## src/rtl/sr_pkg.sv

```systemverilog
//------------------------------------------------------------------------------
// Module  : sr_pkg
// Purpose : Shared FSM encoding and conflict-policy constants for sr_drive_ctrl.
// Revision: 1.0 - initial release
//------------------------------------------------------------------------------
`default_nettype none

package sr_pkg;

   typedef enum logic [1:0] {
      IDLE    = 2'd0,
      PULSE_S = 2'd1,
      PULSE_R = 2'd2,
      GAP     = 2'd3
   } state_t;

   localparam int POL_DROP = 0;
   localparam int POL_RST  = 1;
   localparam int POL_SET  = 2;

endpackage

`default_nettype wire

```

## src/rtl/sr_debounce.sv

```systemverilog
//------------------------------------------------------------------------------
// Module  : sr_debounce
// Purpose : Two-flop synchroniser, debounce counter and rising-edge strobe.
// Revision: 1.0 - initial release
//------------------------------------------------------------------------------
`default_nettype none

module sr_debounce #(
   parameter int DB_CYCLES = 4
) (
   input  logic clk,
   input  logic rst_n,
   input  logic i_btn,
   output logic o_rise
);

   logic       r_sync1;
   logic       r_sync2;
   logic       r_level;
   logic       r_level_d;
   logic [7:0] r_cnt;
   logic [7:0] w_cnt_inc;

   assign w_cnt_inc = r_cnt + 8'd1;

   always_ff @(posedge clk or negedge rst_n) begin
      if (!rst_n) begin
         r_sync1   <= 1'b0;
         r_sync2   <= 1'b0;
         r_level   <= 1'b0;
         r_level_d <= 1'b0;
         r_cnt     <= 8'd0;
      end else begin
         r_sync1   <= i_btn;
         r_sync2   <= r_sync1;
         r_level_d <= r_level;
         // Any sample agreeing with the current level restarts the stability run
         if (r_sync2 == r_level) begin
            r_cnt <= 8'd0;
         end else if (w_cnt_inc == 8'(DB_CYCLES)) begin
            r_level <= ~r_level;
            r_cnt   <= 8'd0;
         end else begin
            r_cnt <= w_cnt_inc;
         end
      end
   end

   assign o_rise = r_level & ~r_level_d;

endmodule

`default_nettype wire

```

## src/rtl/sr_drive_ctrl.sv

```systemverilog
//------------------------------------------------------------------------------
// Module  : sr_drive_ctrl
// Purpose : Debounced, arbitrated, fixed-width s/r pulse driver for an SR flop.
// Revision: 1.0 - initial release
//------------------------------------------------------------------------------
`default_nettype none

module sr_drive_ctrl
   import sr_pkg::*;
#(
   parameter int DB_CYCLES       = 4,
   parameter int PULSE_CYCLES    = 2,
   parameter int GAP_CYCLES      = 1,
   parameter int CONFLICT_POLICY = 0,
   parameter int CNT_W           = 8
) (
   input  logic             clk,
   input  logic             rst_n,
   input  logic             set_btn,
   input  logic             rst_btn,
   output logic             s,
   output logic             r,
   output logic             busy,
   output logic             conflict,
   output logic [CNT_W-1:0] pulse_cnt
);

   localparam logic [3:0] c_PULSE_LAST = 4'(PULSE_CYCLES - 1);
   localparam logic [3:0] c_GAP_LAST   = 4'(GAP_CYCLES - 1);

   logic             w_rise_s;
   logic             w_rise_r;
   state_t           r_state;
   state_t           w_state_nxt;
   logic [3:0]       r_tmr;
   logic [3:0]       w_tmr_nxt;
   logic             r_pend_s;
   logic             r_pend_r;
   logic             w_pend_s_nxt;
   logic             w_pend_r_nxt;
   logic             w_req_s;
   logic             w_req_r;
   logic             w_conflict_nxt;
   logic             w_issue;
   logic             r_s;
   logic             r_r;
   logic             r_conflict;
   logic [CNT_W-1:0] r_pulse_cnt;

   sr_debounce #(.DB_CYCLES(DB_CYCLES)) u_db_set (
      .clk    (clk),
      .rst_n  (rst_n),
      .i_btn  (set_btn),
      .o_rise (w_rise_s)
   );

   sr_debounce #(.DB_CYCLES(DB_CYCLES)) u_db_rst (
      .clk    (clk),
      .rst_n  (rst_n),
      .i_btn  (rst_btn),
      .o_rise (w_rise_r)
   );

   assign w_req_s = r_pend_s | w_rise_s;
   assign w_req_r = r_pend_r | w_rise_r;

   always_comb begin
      w_state_nxt    = r_state;
      w_tmr_nxt      = r_tmr;
      w_pend_s_nxt   = w_req_s;
      w_pend_r_nxt   = w_req_r;
      w_conflict_nxt = 1'b0;
      case (r_state)
         IDLE: begin
            w_tmr_nxt    = 4'd0;
            // Every request visible in IDLE is either issued or discarded now
            w_pend_s_nxt = 1'b0;
            w_pend_r_nxt = 1'b0;
            if (w_req_s && w_req_r) begin
               if (CONFLICT_POLICY == POL_RST) begin
                  w_state_nxt = PULSE_R;
               end else if (CONFLICT_POLICY == POL_SET) begin
                  w_state_nxt = PULSE_S;
               end else begin
                  w_conflict_nxt = 1'b1;
               end
            end else if (w_req_s) begin
               w_state_nxt = PULSE_S;
            end else if (w_req_r) begin
               w_state_nxt = PULSE_R;
            end
         end
         PULSE_S, PULSE_R: begin
            if (r_tmr == c_PULSE_LAST) begin
               w_state_nxt = GAP;
               w_tmr_nxt   = 4'd0;
            end else begin
               w_tmr_nxt = r_tmr + 4'd1;
            end
         end
         GAP: begin
            if (r_tmr == c_GAP_LAST) begin
               w_state_nxt = IDLE;
               w_tmr_nxt   = 4'd0;
            end else begin
               w_tmr_nxt = r_tmr + 4'd1;
            end
         end
         default: begin
            w_state_nxt = IDLE;
            w_tmr_nxt   = 4'd0;
         end
      endcase
   end

   assign w_issue = (r_state == IDLE) && (w_state_nxt != IDLE);

   always_ff @(posedge clk or negedge rst_n) begin
      if (!rst_n) begin
         r_state     <= IDLE;
         r_tmr       <= 4'd0;
         r_pend_s    <= 1'b0;
         r_pend_r    <= 1'b0;
         r_s         <= 1'b0;
         r_r         <= 1'b0;
         r_conflict  <= 1'b0;
         r_pulse_cnt <= '0;
      end else begin
         r_state    <= w_state_nxt;
         r_tmr      <= w_tmr_nxt;
         r_pend_s   <= w_pend_s_nxt;
         r_pend_r   <= w_pend_r_nxt;
         // Dedicated output flops keep s/r glitch-free across state changes
         r_s        <= (w_state_nxt == PULSE_S);
         r_r        <= (w_state_nxt == PULSE_R);
         r_conflict <= w_conflict_nxt;
         if (w_issue) begin
            r_pulse_cnt <= r_pulse_cnt + 1'b1;
         end
      end
   end

   assign s         = r_s;
   assign r         = r_r;
   assign busy      = (r_state != IDLE);
   assign conflict  = r_conflict;
   assign pulse_cnt = r_pulse_cnt;

endmodule

`default_nettype wire

```

## config.mk

```make
export PLATFORM = sky130hd
export DESIGN_NAME = sr_drive_ctrl
export DESIGN_NICKNAME = d
export VERILOG_FILES = /design/src/rtl/sr_pkg.sv /design/src/rtl/sr_debounce.sv /design/src/rtl/sr_drive_ctrl.sv
export SDC_FILE = /design/constraint.sdc
export NUM_CORES = 1
export LEC_CHECK = 0
export CAP_MARGIN = 20
export CELL_PAD_IN_SITES_DETAIL_PLACEMENT = 1
export CELL_PAD_IN_SITES_GLOBAL_PLACEMENT = 1
export CORE_UTILIZATION = 48
export CTS_BUF_LIST = sky130_fd_sc_hd__clkbuf_2
export CTS_CLUSTER_DIAMETER = 120
export CTS_CLUSTER_SIZE = 20
export DETAILED_ROUTE_END_ITERATION = 8
export HOLD_SLACK_MARGIN = 0.08
export PLACE_DENSITY = 0.82
export SYNTH_ARGS = -nofsm -noshare
export SYNTH_HDL_FRONTEND = slang
export SYNTH_SLANG_ARGS = --single-unit
```

## constraint.sdc

```tcl
create_clock -name clk -period 3 [get_ports clk]
set_input_delay 0.45 -clock clk [delete_from_list [all_inputs] [get_ports clk]]
set_output_delay 0.45 -clock clk [all_outputs]
set_load 0.01 [all_outputs]
```

# Word-level counts from Yosys, hierarchy flattened

Index checks and enable logic that the tools add are counted.

Add/sub/neg operators: 4
Equality and inequality tests: 10
Muxes and demuxes: 17
Bitwise gates (word level): 10
Reductions and logical operators: 9

Operator list:

| kind                                                             | number |
|---|---|
| 8-bit two-way mux                                                | 4 |
| 8-bit by 1-bit adder with 8-bit output (second input constant)   | 3 |
| 8-bit by 3-bit == test with 1-bit output (second input constant) | 2 |
| 4-bit one-hot mux with 3 select lines                            | 1 |
| 2-bit two-way mux                                                | 5 |
| 4-bit two-way mux                                                | 2 |
| 2-bit == test (second input constant)                            | 3 |
| 1-bit NOT                                                        | 6 |
| 2-bit one-hot mux with 3 select lines                            | 1 |
| 4-bit by 1-bit adder with 4-bit output (second input constant)   | 1 |
| 2-bit by 1-bit == test with 1-bit output (second input constant) | 2 |
| 4-bit by 1-bit == test with 1-bit output (second input constant) | 1 |
| 4-bit zero test                                                  | 1 |
| 1-bit two-way mux                                                | 4 |
| 2-bit AND reduction                                              | 2 |
| 2-bit nonzero test                                               | 2 |
| 1-bit bitwise AND                                                | 2 |
| 1-bit == test                                                    | 2 |
| 1-bit logical AND                                                | 2 |
| 2-bit zero test                                                  | 1 |
| 1-bit bitwise OR                                                 | 2 |
| 2-bit OR reduction                                               | 1 |

Register bits after elaboration: 43
Bits of input ports: 4
Output and inout bits: 12
Word-level logic and storage cells: 68

# Logic depth before layout (Yosys ltp)

Word-level depth: 9
Depth in mapped cells: 8
Depth with buffers taken out: 7

# Hierarchy

A second synthesis with hierarchy kept.

Cells, all modules: 199
Area, all modules: 2157.1 sq um

By module, submodules not included:

| module        | times used | cells each | area each (sq um) | sequential area each (sq um) |
|---|---|---|---|---|
| sr_debounce   | 2          | 53         | 593.1             | 300.3 |
| sr_drive_ctrl | 1          | 93         | 970.9             | 475.5 |

# Least setup slack after synthesis

OpenSTA, ideal clock, no wires.

Path kind: reg2reg
Start: register r_state[0]
End: register r_pulse_cnt[1], in the netlist pulse_cnt[1]
Data arrival time: 2.045 ns
Data required time: 2.875 ns
Slack: 0.830 ns
Stages on the path, launching flop included: 8
Clock period less this slack: 2.170 ns
Cells stage by stage: dfrtp_1 > inv_1 > ha_1 > or4b_4 > o211ai_2 > o311ai_4 > o21ai_4 > mux2_4

Cells in the longest elaborated chain, start to end: 6

RTL lines:

| item                                      | RTL line             | source |
|---|---|---|
| from (decl)                               | sr_drive_ctrl.sv:33  | `state_t r_state;` |
| from (signal assigned)                    | sr_drive_ctrl.sv:129 | `r_state <= w_state_nxt;` |
| 2-bit two-way mux                         | sr_drive_ctrl.sv:89  | `end else if (w_req_r) begin` |
| 2-bit two-way mux                         | sr_drive_ctrl.sv:87  | `end else if (w_req_s) begin` |
| 2-bit two-way mux                         | sr_drive_ctrl.sv:79  | `if (w_req_s && w_req_r) begin` |
| 2-bit one-hot mux with 3 select lines (*) | sr_drive_ctrl.sv:73  | `case (r_state)` |
| named net w_state_nxt[0]                  | sr_drive_ctrl.sv:34  | `state_t w_state_nxt;` |
| 2-bit nonzero test (*)                    | sr_drive_ctrl.sv:116 | `assign w_issue = (r_state == IDLE) && (w_state_nxt != IDLE);` |
| 1-bit logical AND (*)                     | sr_drive_ctrl.sv:116 |  |
| to (signal assigned)                      | sr_drive_ctrl.sv:138 | `r_pulse_cnt <= r_pulse_cnt + 1'b1;` |
| to (decl)                                 | sr_drive_ctrl.sv:48  | `logic [CNT_W-1:0] r_pulse_cnt;` |

The timed path passes the listed nets; every way through them passes the cells marked *.
A chain may end at the register's enable or synchronous reset.

# Worst setup path after layout

Start: register r_state[0]
End: output port busy

Cells in the longest elaborated chain, start to end: 1

RTL lines:

| item               | RTL line             | source |
|---|---|---|
| 2-bit nonzero test | sr_drive_ctrl.sv:145 | `assign busy = (r_state != IDLE);` |
| to (decl)          | sr_drive_ctrl.sv:23  | `output logic busy,` |

No other way between the ends.

==> out/summary.txt <==
run status -> finished, final reports clean
slowest library cell on the worst path -> clkdlybuf4s50_1
delay contributed by the slowest stage of the critical path -> 570 ps
ratio of cells with drive above 1 in the final layout -> 11.6%
remaining antenna violation count after routing -> 0
Post-synth EDFFs -> 0
post-synthesis average cell area -> 11.1 µm²
number of clock buffers inserted by TritonCTS -> 5
number of antenna diodes -> 0
starting density of the core -> 51.4%
buffers and inverters on the worst path -> 4
top cells by area in the synthesized netlist -> dfrtp_1 51%, xnor2_1 6.2%, ha_1 5.9%
worst setup path class -> flop to primary output
data required time at the worst endpoint -> 2550 ps
max_cap viols -> 0
fraction of the yosys area taken by sequential cells -> 50.9%
WP data arrival -> 2120 ps
number of max-slew violations in the final report -> 0
met3 routing resource usage after global routing -> 5.17%
Crit. path cell count -> 5
busiest layer in global routing -> met2
fin area -> 2400 µm²
class of the tightest hold or removal check -> flop to flop
deepest level of the CTS H-tree -> 2
total power -> 1.94 mW
worst-case vdd ir drop -> 0.482 mV
cell total after placement -> 255
post-DP HPWL -> 3110 µm
Buffers on Ports -> 15
Placer Congestion -> 0.799
flip-flop cell with the highest count after synthesis -> dfrtp_1
number of optimization iterations in the first detailed-route pass -> 4
count of cells along the worst register-to-register path -> 7
final hold violation count -> 0
standard cell core area -> 4120 µm²
register bit count reported by yosys -> 43
Via Count -> 1489
critical-path cell list -> inv_1 -> ha_1 -> buf_4 -> inv_1 -> clkdlybuf4s50_1
top-count cell post-synth -> dfrtp_1
total nets after synthesis -> 204
Warnings, synthesis -> 0
instance area after placement -> 2330 µm²
Detailed Route Iter0 Violations -> 32
area growth from synthesis to final layout -> 13.6%
Netlist Area Pre-Place -> 2110 µm²
standard-cell rows -> 23
Residual DRC -> 0
element type at the critical path start -> flop
asr flop ratio synth -> 100%
RSZ-0062 raised after global routing -> no
R2R Path Start -> r_state[0]
startpoint of the worst setup timing path -> r_state[0]
Setup violations, final -> 0
area of the die -> 4670 µm²
endpoint kind of the worst setup timing path -> primary output
post-synth top area cell -> dfrtp_1
clock-pin slew on the worst setup and hold paths -> 240 ps
number of standard cells after synthesis -> 190
cell depth of the worst hold path -> 0
Slew headroom -> 59.1%
clk sinks -> 43
Max Fclk -> 389 MHz
combined area of the multi-input logic cells -> 1000 µm²
height of the chip -> 68.4 µm
Fill cells -> 461
Clock Latency Late Sink -> 420 ps
largest net degree at the start of global routing -> 44
Hold Worst Slack -> 393 ps
P per Cell Area -> 807 nW/µm²
count of placed standard cells in the final layout, fillers left out -> 265
antenna violations before repair -> 0
maximum fanout encountered on the critical timing path -> 13
worst slew pin tran -> 609 ps
cell occurring most often along the worst timing path -> inv_1
cell family with most CP delay -> buffers and inverters
met1 track demand over resource -> 25.3%
static leakage power -> 1.05 nW
Horiz. Die Dim -> 68.4 µm
Reg area -> 1080 µm²
via count normalized by instance count -> 5.62
final layout net count -> 228
Final min period -> 2570 ps
combined global-route utilization of all metal layers -> 21.0%
overall overflow remaining after global route -> 0
final clock period utilization by the worst path -> 85.7%
WL per Instance -> 15.8 µm
top cell type's share of synthesized area -> 50.9%
number of top-level design ports -> 16
detailed-route wire length -> 4180 µm
Worst Hold Launch -> u_db_rst.r_sync1
count of unique library cells instantiated by Yosys -> 40
leading cell types by count after synthesis -> 43 x dfrtp_1, 24 x nor2_1, 15 x xnor2_1
maximum clock skew at final layout -> 26.6 ps
root buf cell -> clkbuf_2
vias in the first global route -> 1550
routing usage on met2 -> 34.8%
CTS tree -> built
CTS-repair resized insts -> 0
setup TNS -> 0 ps
first-pass GRT wire length -> 7040 µm
Clock Tree Buf Depth -> 2
through the flow:
step	util, %	setup WS, ps
after floorplan	-	830
after global placement	56.5	756
after detailed placement	56.5	674
after CTS	57.6	413
after global routing	58.3	308
final	58.3	428
where the power goes:
| group | total (mW) | switching [mW] | internal (mW) |
|---|---|---|---|
| Combinational | 0.834 | 0.444 | 0.390 |
| Sequential | 0.855 | 0.148 | 0.707 |
| Clock | 0.249 | 0.194 | 0.0552 |
state kept, by name (all words and copies together) (netlist names):
signal / flops
u_db_set.r_sync1: 1
u_db_set.r_level: 1
pulse_cnt: 8
u_db_rst.r_sync1: 1
r: 1
s: 1
u_db_set.r_cnt: 8
u_db_set.r_level_d: 1
u_db_rst.r_level: 1
r_pend_r: 1
u_db_rst.r_cnt: 8
conflict: 1
r_state: 2
u_db_rst.r_level_d: 1
u_db_set.r_sync2: 1
r_pend_s: 1
r_tmr: 4
u_db_rst.r_sync2: 1
final timing paths:
check,end,slack (ps)
max in group asynchronous,u_db_rst.r_cnt[7],2140
worst min-delay path,u_db_rst.r_sync2,390
worst min register to register,u_db_rst.r_sync2,390
worst max register to register,pulse_cnt[1],610
min in group asynchronous,u_db_set.r_cnt[4],410
worst max-delay path,busy,430
logic make-up after synthesis:
group | synth area share [%]
AO/OA/AOI/OAI | 12.4
XOR/XNOR | 9.53
adder cells (fa/ha/maj) | 5.92
multiplexers | 1.77
buffers and inverters | 1.77
AND/OR/NAND/NOR | 17.7
flip-flops | 50.9
timing repair:
| action | in CTS | in global routing |
|---|---|---|
| endpoints found under the hold margin | 0 | 10 |
| hold buffers | 0 | 1 |
| setup buffers | 0 | 0 |
cells in the final DEF (no fill, tap or decap), drive strengths merged, types with 2 or more instances in the layout:
cell and instances:
and3 4, xor2 8, o21ai 6, o2111ai 2
mux2 3, nand4 4, inv 9, nand2b 6
clkdlybuf4s50 14, clkinvlp 2, dfrtp 43, nor2 24
nor2b 7, buf 3, clkbuf 5, a21oi 2
ha 10, a211oi 2, xnor2 15, o21ba 2
o211ai 6, and2 2, nor3 2, nand2 7
nand3 11
layer usage:
metal  vias up  share of wire, %  wire [µm]
li1        710                 -          -
met1       756                46       1910
met2        16                50       2100
met3         7               2.3         96
met4         0               1.8         76
met5         -                 0          0
cell type report:
class                   instances  area share, %
clock inverters                 3          0.834
repair buffers                 18           7.61
well taps                      50           2.61
inverters                       9           1.41
multi-input cells             137           41.7
clock buffers                   5           1.04
flip-flops and latches         43           44.8
Note: power is estimated with default switching activity, not from simulation.
==> patch, RTL diff (config.mk and constraints unchanged) <==
Re-encode `state_t` (4 states) as Gray code, 2 bits wide.
--- a/src/rtl/sr_pkg.sv
+++ b/src/rtl/sr_pkg.sv
@@ -8,10 +8,10 @@
 package sr_pkg;
 
    typedef enum logic [1:0] {
-      IDLE    = 2'd0,
-      PULSE_S = 2'd1,
-      PULSE_R = 2'd2,
-      GAP     = 2'd3
+      IDLE    = 2'b00,
+      PULSE_S = 2'b01,
+      PULSE_R = 2'b11,
+      GAP     = 2'b10
    } state_t;
 
    localparam int POL_DROP = 0;
Behaviour: same outputs for any inputs over 10 cycles, from zero or initial values and one cycle with rst_n low; not proved beyond that.
==> patch against the original RTL <==
Design area down 8.7%; sequential share of layout area up 4.2 points; cell count down 10%; sequential cell count unchanged; die area down 7.6%; register-to-register slack better by 550 ps; core utilization down 0.18 points; wire length down 9.5%; non-clock buffer count down 3; worst setup slack better by 310 ps; worst hold slack worse by 250 ps; synthesized area down 7.9%; synthesized cell count down 12%; power down 12%; critical path type unchanged; largest cell class unchanged; largest power group unchanged.
==> patch: results (changes against the original RTL) <==
| Metric | Value |
|---|---|
| Slowest stage delay, CP | `510 ps (-60 ps)` |
| M1 GR Usage | `24.9% (-0.43 points)` |
| Status | `finished clean` |
| Grt met2 use | `35.8% (+1.0 points)` |
| Layout cells sized above 1 | `10.0% (-1.6 points)` |
| Iter 0 DRT Violations | `24 (-25%)` |
| Worst Skew | `16.5 ps (-10.1 ps)` |
| Worst vdd ir | `0.414 mV (-14%)` |
| Syn Nets | `179 (-12%)` |
| DP Cell Count | `230 (-9.8%)` |
| Cell count of the worst reg-to-reg path | `6 (-1)` |
| Fillers | `402 (-13%)` |
| Hold Crit Class | `in2async` |
| Vias in the first global route | `1,454 (-6.2%)` |
| Crit Path Max Fanout | `5 (-8)` |
| Sequential share of the synthesized area | `55.2% (+4.3 points)` |
| Grt met3 use | `6.77% (+1.6 points)` |
| Syn_area_per_cell | `11.7 sq um (+4.8%)` |
| Leakage | `0.997 nW (-5.3%)` |
| Post-Place Worst Slack | `1180 ps (+505 ps)` |
| Final GP Congestion | `0.759 (-5.1%)` |
| Post-DR wirelength/cell | `15.9 um (+0.74%)` |
| First-pass GRT wire length | `6.75 mm (-4.1%)` |
| Rel. slew slack | `38.0% (-21 points)` |
| Synth cell count leaders | `dfrtp_1, nor2_1, xnor2_1` |
| Layout Nets | `201 (-12%)` |
| CTS Buf Count | `5 (unchanged)` |
| Routed via count | `1,280 (-14%)` |
| First-pass DRT Iterations | `3 (-1)` |
| Netlist cell types | `37 (-7.5%)` |
| GRT Total Usage | `21.1% (+0.17 points)` |
| DPL Wire Length | `2.87 mm (-7.9%)` |
| Metal3 WL | `112 um (+17%)` |
| Clock Latency Late Sink | `400 ps (-20 ps)` |
patch: cell types whose count changed after synthesis, sizes merged, moves of 3 or more:
cell / delta
inv: -4
nand3: -4
nand4: +4
o211ai: -5
o21ai: -5
xor2: +3
patch: where the power goes:
group          total, W  internal (W)  switching [W]  leakage, nW
logic          0.000621      0.000296       0.000326        0.393
registers      0.000850      0.000709       0.000141        0.570
clock network  0.000236     0.0000637       0.000172       0.0330
patch: logic make-up after synthesis:
| logic type | Yosys count | share of synthesized area [%] |
|---|---|---|
| AO/OA/AOI/OAI | 18 | 7.64 |
| adder cells (fa/ha/maj) | 8 | 5.14 |
| AND/OR/NAND/NOR | 65 | 17.8 |
| XOR/XNOR | 24 | 10.8 |
| flip-flops | 43 | 55.2 |
| buffers and inverters | 5 | 0.963 |
| multiplexers | 4 | 2.44 |
patch: through the flow:
stage,cell area [sq um],total power (W)
floorplan,1950,0.00124
global placement,2150,0.00142
detailed placement,2150,0.00149
CTS,2190,0.00173
global route,2190,0.00185
finish,2190,0.00171
patch: layout make-up:
type / instances / share of cell area [%]
repair buffers: 15 / 6.62
clock buffers: 7 / 1.60
inverters: 5 / 0.856
flip-flops and latches: 43 / 49.1
clock inverters: 1 / 0.228
well taps: 48 / 2.74
multi-input cells: 119 / 38.9
patch: final timing paths:
check | startpoint | to | slack, ps
worst max register to register | u_db_set.r_cnt[0] | u_db_set.r_level | 1160
worst max-delay path | r_state[0] | busy | 740
worst min register to register | u_db_set.r_sync1 | u_db_set.r_sync2 | 380
worst min-delay path | rst_n | u_db_set.r_cnt[1] | 150
max in group asynchronous | rst_n | conflict | 2260
min in group clk | u_db_set.r_sync1 | u_db_set.r_sync2 | 380
